--- config.mk ---
export PLATFORM = sky130hd
export DESIGN_NAME = display
export DESIGN_NICKNAME = d
export VERILOG_FILES = /design/src/rtl/display.sv
export SDC_FILE = /design/constraint.sdc
export NUM_CORES = 1
export LEC_CHECK = 0
export CAP_MARGIN = 5
export CORE_ASPECT_RATIO = 1.4
export CORE_MARGIN = 5
export CORE_UTILIZATION = 30
export CTS_CLUSTER_DIAMETER = 200
export DETAILED_ROUTE_END_ITERATION = 6
export GPL_TIMING_DRIVEN = 0
export PLACE_DENSITY_LB_ADDON = 0.3
export SETUP_SLACK_MARGIN = 0.4
export SLEW_MARGIN = 20
export SYNTH_ARGS = -nofsm -noshare
export SYNTH_HDL_FRONTEND = slang
export SYNTH_SLANG_ARGS = --single-unit
--- constraint.sdc ---
create_clock -name clk -period 2 [get_ports clk]
set_input_delay 0.2 -clock clk [delete_from_list [all_inputs] [get_ports clk]]
set_output_delay 0.2 -clock clk [all_outputs]
set_load 0.01 [all_outputs]
--- src/rtl/display.sv ---
// Registered 5-bit code to 7-segment decoder for one board digit.
// Codes 0-15 show hex glyphs, 16-31 show letters/symbols.
// ACTIVE_LOW=1 inverts every segment for common-anode boards.
module display #(
    parameter bit ACTIVE_LOW = 1'b0
) (
    input  logic       clk,
    input  logic       rst,
    input  logic       en,
    input  logic [4:0] entrada,
    output logic       a,
    output logic       b,
    output logic       c,
    output logic       d,
    output logic       e,
    output logic       f,
    output logic       g
);

    // Pattern with every segment dark, in the driven polarity.
    localparam logic [6:0] OFF_PATTERN = ACTIVE_LOW ? 7'b111_1111 : 7'b000_0000;

    // Registered segment vector, ordered abcdefg (bit 6 = a).
    logic [6:0] seg_q;
    logic [6:0] seg_d;
    logic [6:0] glyph;

    // Code to lit-segment pattern (1 = lit), before polarity is applied.
    always_comb begin
        glyph = '0;
        case (entrada)
            5'd0:  glyph = 7'b1111110;
            5'd1:  glyph = 7'b0110000;
            5'd2:  glyph = 7'b1101101;
            5'd3:  glyph = 7'b1111001;
            5'd4:  glyph = 7'b0110011;
            5'd5:  glyph = 7'b1011011;
            5'd6:  glyph = 7'b1011111;
            5'd7:  glyph = 7'b1110000;
            5'd8:  glyph = 7'b1111111;
            5'd9:  glyph = 7'b1111011;
            5'd10: glyph = 7'b1110111; // A
            5'd11: glyph = 7'b0011111; // b
            5'd12: glyph = 7'b1001110; // C
            5'd13: glyph = 7'b0111101; // d
            5'd14: glyph = 7'b1001111; // E
            5'd15: glyph = 7'b1000111; // F
            5'd16: glyph = 7'b1011110; // G
            5'd17: glyph = 7'b0110111; // H
            5'd18: glyph = 7'b0111100; // J
            5'd19: glyph = 7'b0001110; // L
            5'd20: glyph = 7'b0010101; // n
            5'd21: glyph = 7'b0011101; // o
            5'd22: glyph = 7'b1100111; // P
            5'd23: glyph = 7'b1110011; // q
            5'd24: glyph = 7'b0000101; // r
            5'd25: glyph = 7'b0001111; // t
            5'd26: glyph = 7'b0111110; // U
            5'd27: glyph = 7'b0111011; // y
            5'd28: glyph = 7'b0000001; // dash
            5'd29: glyph = 7'b0001000; // underscore
            5'd30: glyph = 7'b1000000; // overbar
            5'd31: glyph = 7'b0000000; // blank
            default: glyph = '0;
        endcase
    end

    // Next-state: load the polarity-adjusted glyph when enabled, else hold.
    always_comb begin
        seg_d = seg_q;
        if (en) begin
            seg_d = ACTIVE_LOW ? ~glyph : glyph;
        end
    end

    // Segment register; reset blanks the digit without waiting for clk.
    always_ff @(posedge clk or posedge rst) begin
        if (rst) begin
            seg_q <= OFF_PATTERN;
        end else begin
            seg_q <= seg_d;
        end
    end

    // Segments driven straight from the register, no path from entrada.
    always_comb begin
        a = seg_q[6];
        b = seg_q[5];
        c = seg_q[4];
        d = seg_q[3];
        e = seg_q[2];
        f = seg_q[1];
        g = seg_q[0];
    end

endmodule

==> results of run 1 <==
## kinds of logic after synthesis
group	share of synthesized area
AO/OA/AOI/OAI	0.247
adder cells (fa/ha/maj)	0.112
buffers and inverters	0.0947
flip-flops	0.225
multiplexers	0.108
AND/OR/NAND/NOR	0.214
## layout by cell type, fill, tap and decap left out, types with 2 or more instances in the layout
master           Yosys  layout
a21oi_1              6       6
a31oi_1              2       2
buf_2                5       6
clkbuf_1             1       2
clkbuf_4             0       3
clkdlybuf4s50_1      0      11
dfrtp_1              7       7
ha_1                 7       7
inv_1                7       7
mux2_4               2       2
mux2i_1              2       2
nand2_1             10      10
nand2b_1             3       3
nand3_1              2       2
nand4b_1             3       3
nor2_1               5       5
nor3_1               2       2
o21ai_0              5       5
o21ai_1              2       2
## per-layer routing
metal | routed length (um) | global-route usage | share of wire | vias to the layer above
met5 | 0 | 0 | 0 | -
met4 | 19 | 0.0710 | 0.010 | 0
met3 | 72 | 0.00853 | 0.039 | 2
met2 | 1020 | 0.189 | 0.55 | 15
met1 | 746 | 0.126 | 0.40 | 344
li1 | - | - | - | 365
## through the flow
step	cell area (um^2)	hold WS (ns)	instances
finish	971	0.182	146
global route	971	0.217	146
CTS	982	0.183	146
detailed placement	955	0.448	142
global placement	955	0.442	142
floorplan	779	0.00340	93
## report_power, final
| part | switching, uW | total (uW) | internal, uW |
|---|---|---|---|
| clock network | 45.0 | 121 | 75.7 |
| logic | 92.1 | 190 | 97.5 |
| registers | 9.29 | 169 | 160 |
| total | 146 | 480 | 333 |
## critical path, stage by stage
cell and delay (ns):
clkdlybuf4s50_1 0.54, buf_2 0.23, buf_2 0.24, o21ai_0 0.11, nand3_1 0.10, o211ai_1 0.09
o21a_1 0.13
## worst paths after layout
check	startpoint	end	slack [ns]	depth (start not counted)
max reg2reg	seg_q[3]$_DFFE_PP0P_	seg_q[3]$_DFFE_PP0P_	1.18	1
min	rst	seg_q[0]$_DFFE_PP0P_	0.18	2
min in group clk	entrada[0]	seg_q[3]$_DFFE_PP0P_	0.46	3
max	entrada[2]	seg_q[2]$_DFFE_PP0P_	0.50	7
min reg2reg	seg_q[2]$_DFFE_PP0P_	seg_q[2]$_DFFE_PP0P_	0.49	1
max in group asynchronous	rst	seg_q[2]$_DFFE_PP0P_	1.61	2
## timing repair
action | CTS | global route
hold buffers | 0 | 0
endpoints found under the setup margin | 7 | 2
cloned | 0 | 0
gates resized for setup | 5 | 3
## layout make-up
cell class | count | area (um^2)
well taps | 36 | 45.0
plain buffers | 8 | 47.5
clock buffers | 4 | 26.3
repair buffers | 13 | 120
inverters | 7 | 26.3
flip-flops and latches | 7 | 175
fillers | 280 | 1590
multi-input cells | 71 | 531
==> metrics.yaml, run 1 <==
first_iter_violations: 34
largest_reg_flops: 7
die_y_um: 70.3
place.port_buffers: 13
min_period_ns: 1.50
setup_viol: 0
slew_headroom: 0.735
hold_class: "input port to async pin"
dpl_worst_slack_ns: -0.340
final_core_util: 0.379
status: "completed"
p_leak_uw: 0.000420
netlist_top_cells_area: "dfrtp_1, ha_1, nand2_1"
fmax_ghz: 0.665
async_flop_share: 1.00
cts_tree: "done"
power_density_nw_per_um2: 494
reg_top3: "seg_q (7)"
synth_common_cells: "nand2_1, dfrtp_1, ha_1, inv_1, a21oi_1"
drc: 0
hold_viol_final: 0
endpoint_kind: "register"
drt_wl_total_um: 1860
max_cap_violations: 0
worst_setup_path_start_kind: "input port"
largest_register: "seg_q"
min_period_over_period: 0.752
tns_ns: 0
postSynthAreaPerCell_um2: 8.38
ys_types: 39
setup_ws_ns: 0.495
nets: 126
num_rows: 22
grt_antenna_before_repair: 0
rsz0062_at_grt: "no"
start_util: 0.304
routedWlPerCell_um: 12.7
synth_top_area_share: 0.225
diodes: 0
yosys.cell_count.top_type: "nand2_1"
synthFlopType: "dfrtp_1"
dpl.hpwl_um: 1460
worstMarginPinSlew_ns: 0.397
synth_fp_nets: 108
path_class: "input port to register"
synth_top_area_cell: "dfrtp_1"
gp_congestion: 0.784
layout-drive-gt1-share: 0.173
clk_path_buf_depth: 2
cts_made_buffers: 3
cp_data_arrival_time_ns: 1.64
synth_edf_count: 0
ant_nets: 0
critPathRequiredTime_ns: 2.13
num_io_pins: 15
cts-root-buf: "clkbuf_4"
cts.sink_count: 7
worstSkewPairLatency_ns: 0.24
areaGrowthSynthToFinish_pct: 24.6
grt_pass1_wl_um: 3170
grt_start_max_net_pins: 12
yosys_warnings: 0
overflow: 0
ctsHtreeMaxLevel: 1
grt_pass1_vias: 693
synth_seq_cells: 7
post_cts_buffers: 0
total_power_uw: 480
finalClockSkew_ns: 0
dr.pass1.iters: 4
die_x_um: 53.1
die_area_um2: 3730
viasPerCell: 4.97
synth-seq-area-share: 0.225
netlist_instances: 93
critPathMaxFanout: 10
syn_area_um2: 779
clk_pin_slew_ns: 0.05
dr_total_vias: 726
grt_use_total: 0.111
core-area_um2: 2560
ir_drop_mv: 0.166
final_max_slew_viol_count: 0
(Power assumes the default switching activity.)
==> inputs of run 2 (changes only) <==
==> constraint.sdc (replaced) <==
create_clock -name clk -period 1.4 [get_ports clk]
set_input_delay 0.14 -clock clk [delete_from_list [all_inputs] [get_ports clk]]
set_output_delay 0.14 -clock clk [all_outputs]
set_load 0.01 [all_outputs]
==> run 2 against run 1 <==
Net effect: clock power up 50%; non-clock buffer count grew 6; final area grew 9.8%; worst setup slack got worse by 0.18 ns; global-route usage up 0.58 points; routed wire length rose by 11%; sequential share of layout area shrank 1.6 points; cell count increased by 4.1%; largest cell class unchanged.
==> metrics.yaml, run 2 (synthesis results as in run 1) <==
routedWlPerCell_um: 13.6  # +6.6%
min_period_ns: 1.09
num_io_pins: 15  # unchanged
diodes: 0  # unchanged
grt_antenna_before_repair: 0  # unchanged
grt_use_total: 0.116  # +0.00579
p_leak_uw: 0.000469  # +12%
path_class: "input port to register"
final_core_util: 0.416  # +0.0371
ctsHtreeMaxLevel: 1  # unchanged
critPathRequiredTime_ns: 1.59  # -0.54 ns
placed_cell_area_um2: 955  # unchanged
overflow: 0  # unchanged
grt_pass1_wl_um: 3330  # +5.2%
setup_ws_ns: 0.313  # -0.182 ns
dpl.hpwl_um: 1530  # +4.6%
cts_made_buffers: 3  # unchanged
largest_reg_flops: 7  # unchanged
critPathMaxFanout: 6  # -4
grt_pass1_vias: 741  # +6.9%
cts-root-buf: "clkbuf_4"
worst_setup_path_start_kind: "input port"
dr.pass1.iters: 4  # unchanged
largest_register: "seg_q"
viasPerCell: 5.11  # +2.8%
drc: 0  # unchanged
total_power_uw: 717  # +49%
final_cell_mix: "buf_2, nand2_1, buf_4, dfrtp_1"
first_iter_violations: 32  # -5.9%
max_cap_violations: 0  # unchanged
layout-drive-gt1-share: 0.371  # +0.198
worstSkewPairLatency_ns: 0.25  # about the same
cp_slowest_cell: "mux4_2"
die_x_um: 53.1  # unchanged
dpl_worst_slack_ns: -0.815  # -0.475 ns
reg_top3: "seg_q (7)"
hold_class: "input port to async pin"
min_period_over_period: 0.776
worst-path-buf-inv: 3  # unchanged
cts_tree: "done"
core-area_um2: 2560  # unchanged
endpoint_kind: "register"
hold_viol_final: 0  # unchanged
fmax_ghz: 0.920
status: "completed"
max_stage_delay_ns: 0.46  # -0.08 ns
r2r_cells: 1  # unchanged
finalClockSkew_ns: 0  # unchanged
gp_congestion: 0.745  # -5.0%
start_util: 0.304  # unchanged
path_delay_family: "multiplexers"
slew_headroom: 0.828  # +0.0926
cp_data_arrival_time_ns: 1.28  # -0.36 ns
num_rows: 22  # unchanged
ff2ff_setup_slack_ns: 0.57  # -0.61 ns
die_y_um: 70.3  # unchanged
clk_pin_slew_ns: 0.05  # about the same
reg2reg_from: "seg_q[3]$_DFFE_PP0P_"
worstMarginPinSlew_ns: 0.258  # -0.139 ns
clk_path_buf_depth: 2  # unchanged
final_max_slew_viol_count: 0  # unchanged
die_area_um2: 3730  # unchanged
dr_total_vias: 777  # +7.0%
power_density_nw_per_um2: 673  # +36%
hold-worst-slack_ns: 0.118  # -0.0644 ns
areaGrowthSynthToFinish_pct: 36.8
place.port_buffers: 13  # unchanged
cp_cell_sequence: "buf_12 -> inv_8 -> ha_4 -> inv_2 -> mux4_2 -> nor3_2 -> a221o_1"
ant_nets: 0  # unchanged
final_area_um2: 1070  # +9.8%
drt_wl_total_um: 2070  # +11%
r2r-end: "seg_q[3]$_DFFE_PP0P_"
setup_viol: 0  # unchanged
ir_drop_mv: 0.223  # +34%
nets: 132  # +4.8%
rsz0062_at_grt: "yes"
grt_start_max_net_pins: 11  # -1
cts.sink_count: 7  # unchanged
[run 2: cell types whose count changed in the layout (fill, tap and decap cells not counted), moves of 2 or more]
cell / delta
a21oi_1: -2
a21oi_2: +2
buf_12: +2
buf_2: +4
buf_4: +6
buf_6: +2
clkdlybuf4s50_1: -9
ha_1: -2
inv_1: -3
inv_8: +2
[run 2: timing repair]
item	in CTS	in global routing
gates resized for setup	62	7
setup buffers	6	0
hold buffers	0	0
pin swaps	2	1
endpoints found under the setup margin	14	11
hold endpoints to repair	0	0
[run 2: layer usage]
metal,up-vias,share of wire,track usage
met5,-,0,0
met1,360,0.36,0.124
li1,384,-,-
met3,7,0.053,0.00640
met2,26,0.55,0.213
met4,0,0.031,0.0682
[run 2: how the worst max path moves through the flow]
stage	slack, ns	from	cells past startpoint	endpoint
final	0.31	entrada[0]	7	seg_q[3]$_DFFE_PP0P_
after global routing	0.26	entrada[0]	7	seg_q[3]$_DFFE_PP0P_
after CTS	0.28	entrada[0]	7	seg_q[3]$_DFFE_PP0P_
after detailed placement	-0.81	entrada[1]	7	seg_q[3]$_DFFE_PP0P_
after global placement	-0.79	entrada[1]	7	seg_q[3]$_DFFE_PP0P_
after floorplan	0.17	entrada[1]	6	seg_q[3]$_DFFE_PP0P_
[run 2: cell type report]
class / instances / area, um^2
fill: 274 / 1490
multi-input combinational: 71 / 561
sequential: 7 / 175
timing repair buffer: 19 / 156
buffer: 8 / 61.3
tap: 36 / 45.0
inverter: 7 / 41.3
clock buffer: 4 / 26.3
[run 2: metrics by stage]
stage               instances  TNS [ns]
floorplan                  93         0
global placement          142     -4.28
detailed placement        142     -4.38
CTS                       152         0
global route              152         0
finish                    152         0
[run 2: power by group]
group,internal [uW],switching [uW]
clock,109,72.4
sequential,229,12.7
combinational,147,147
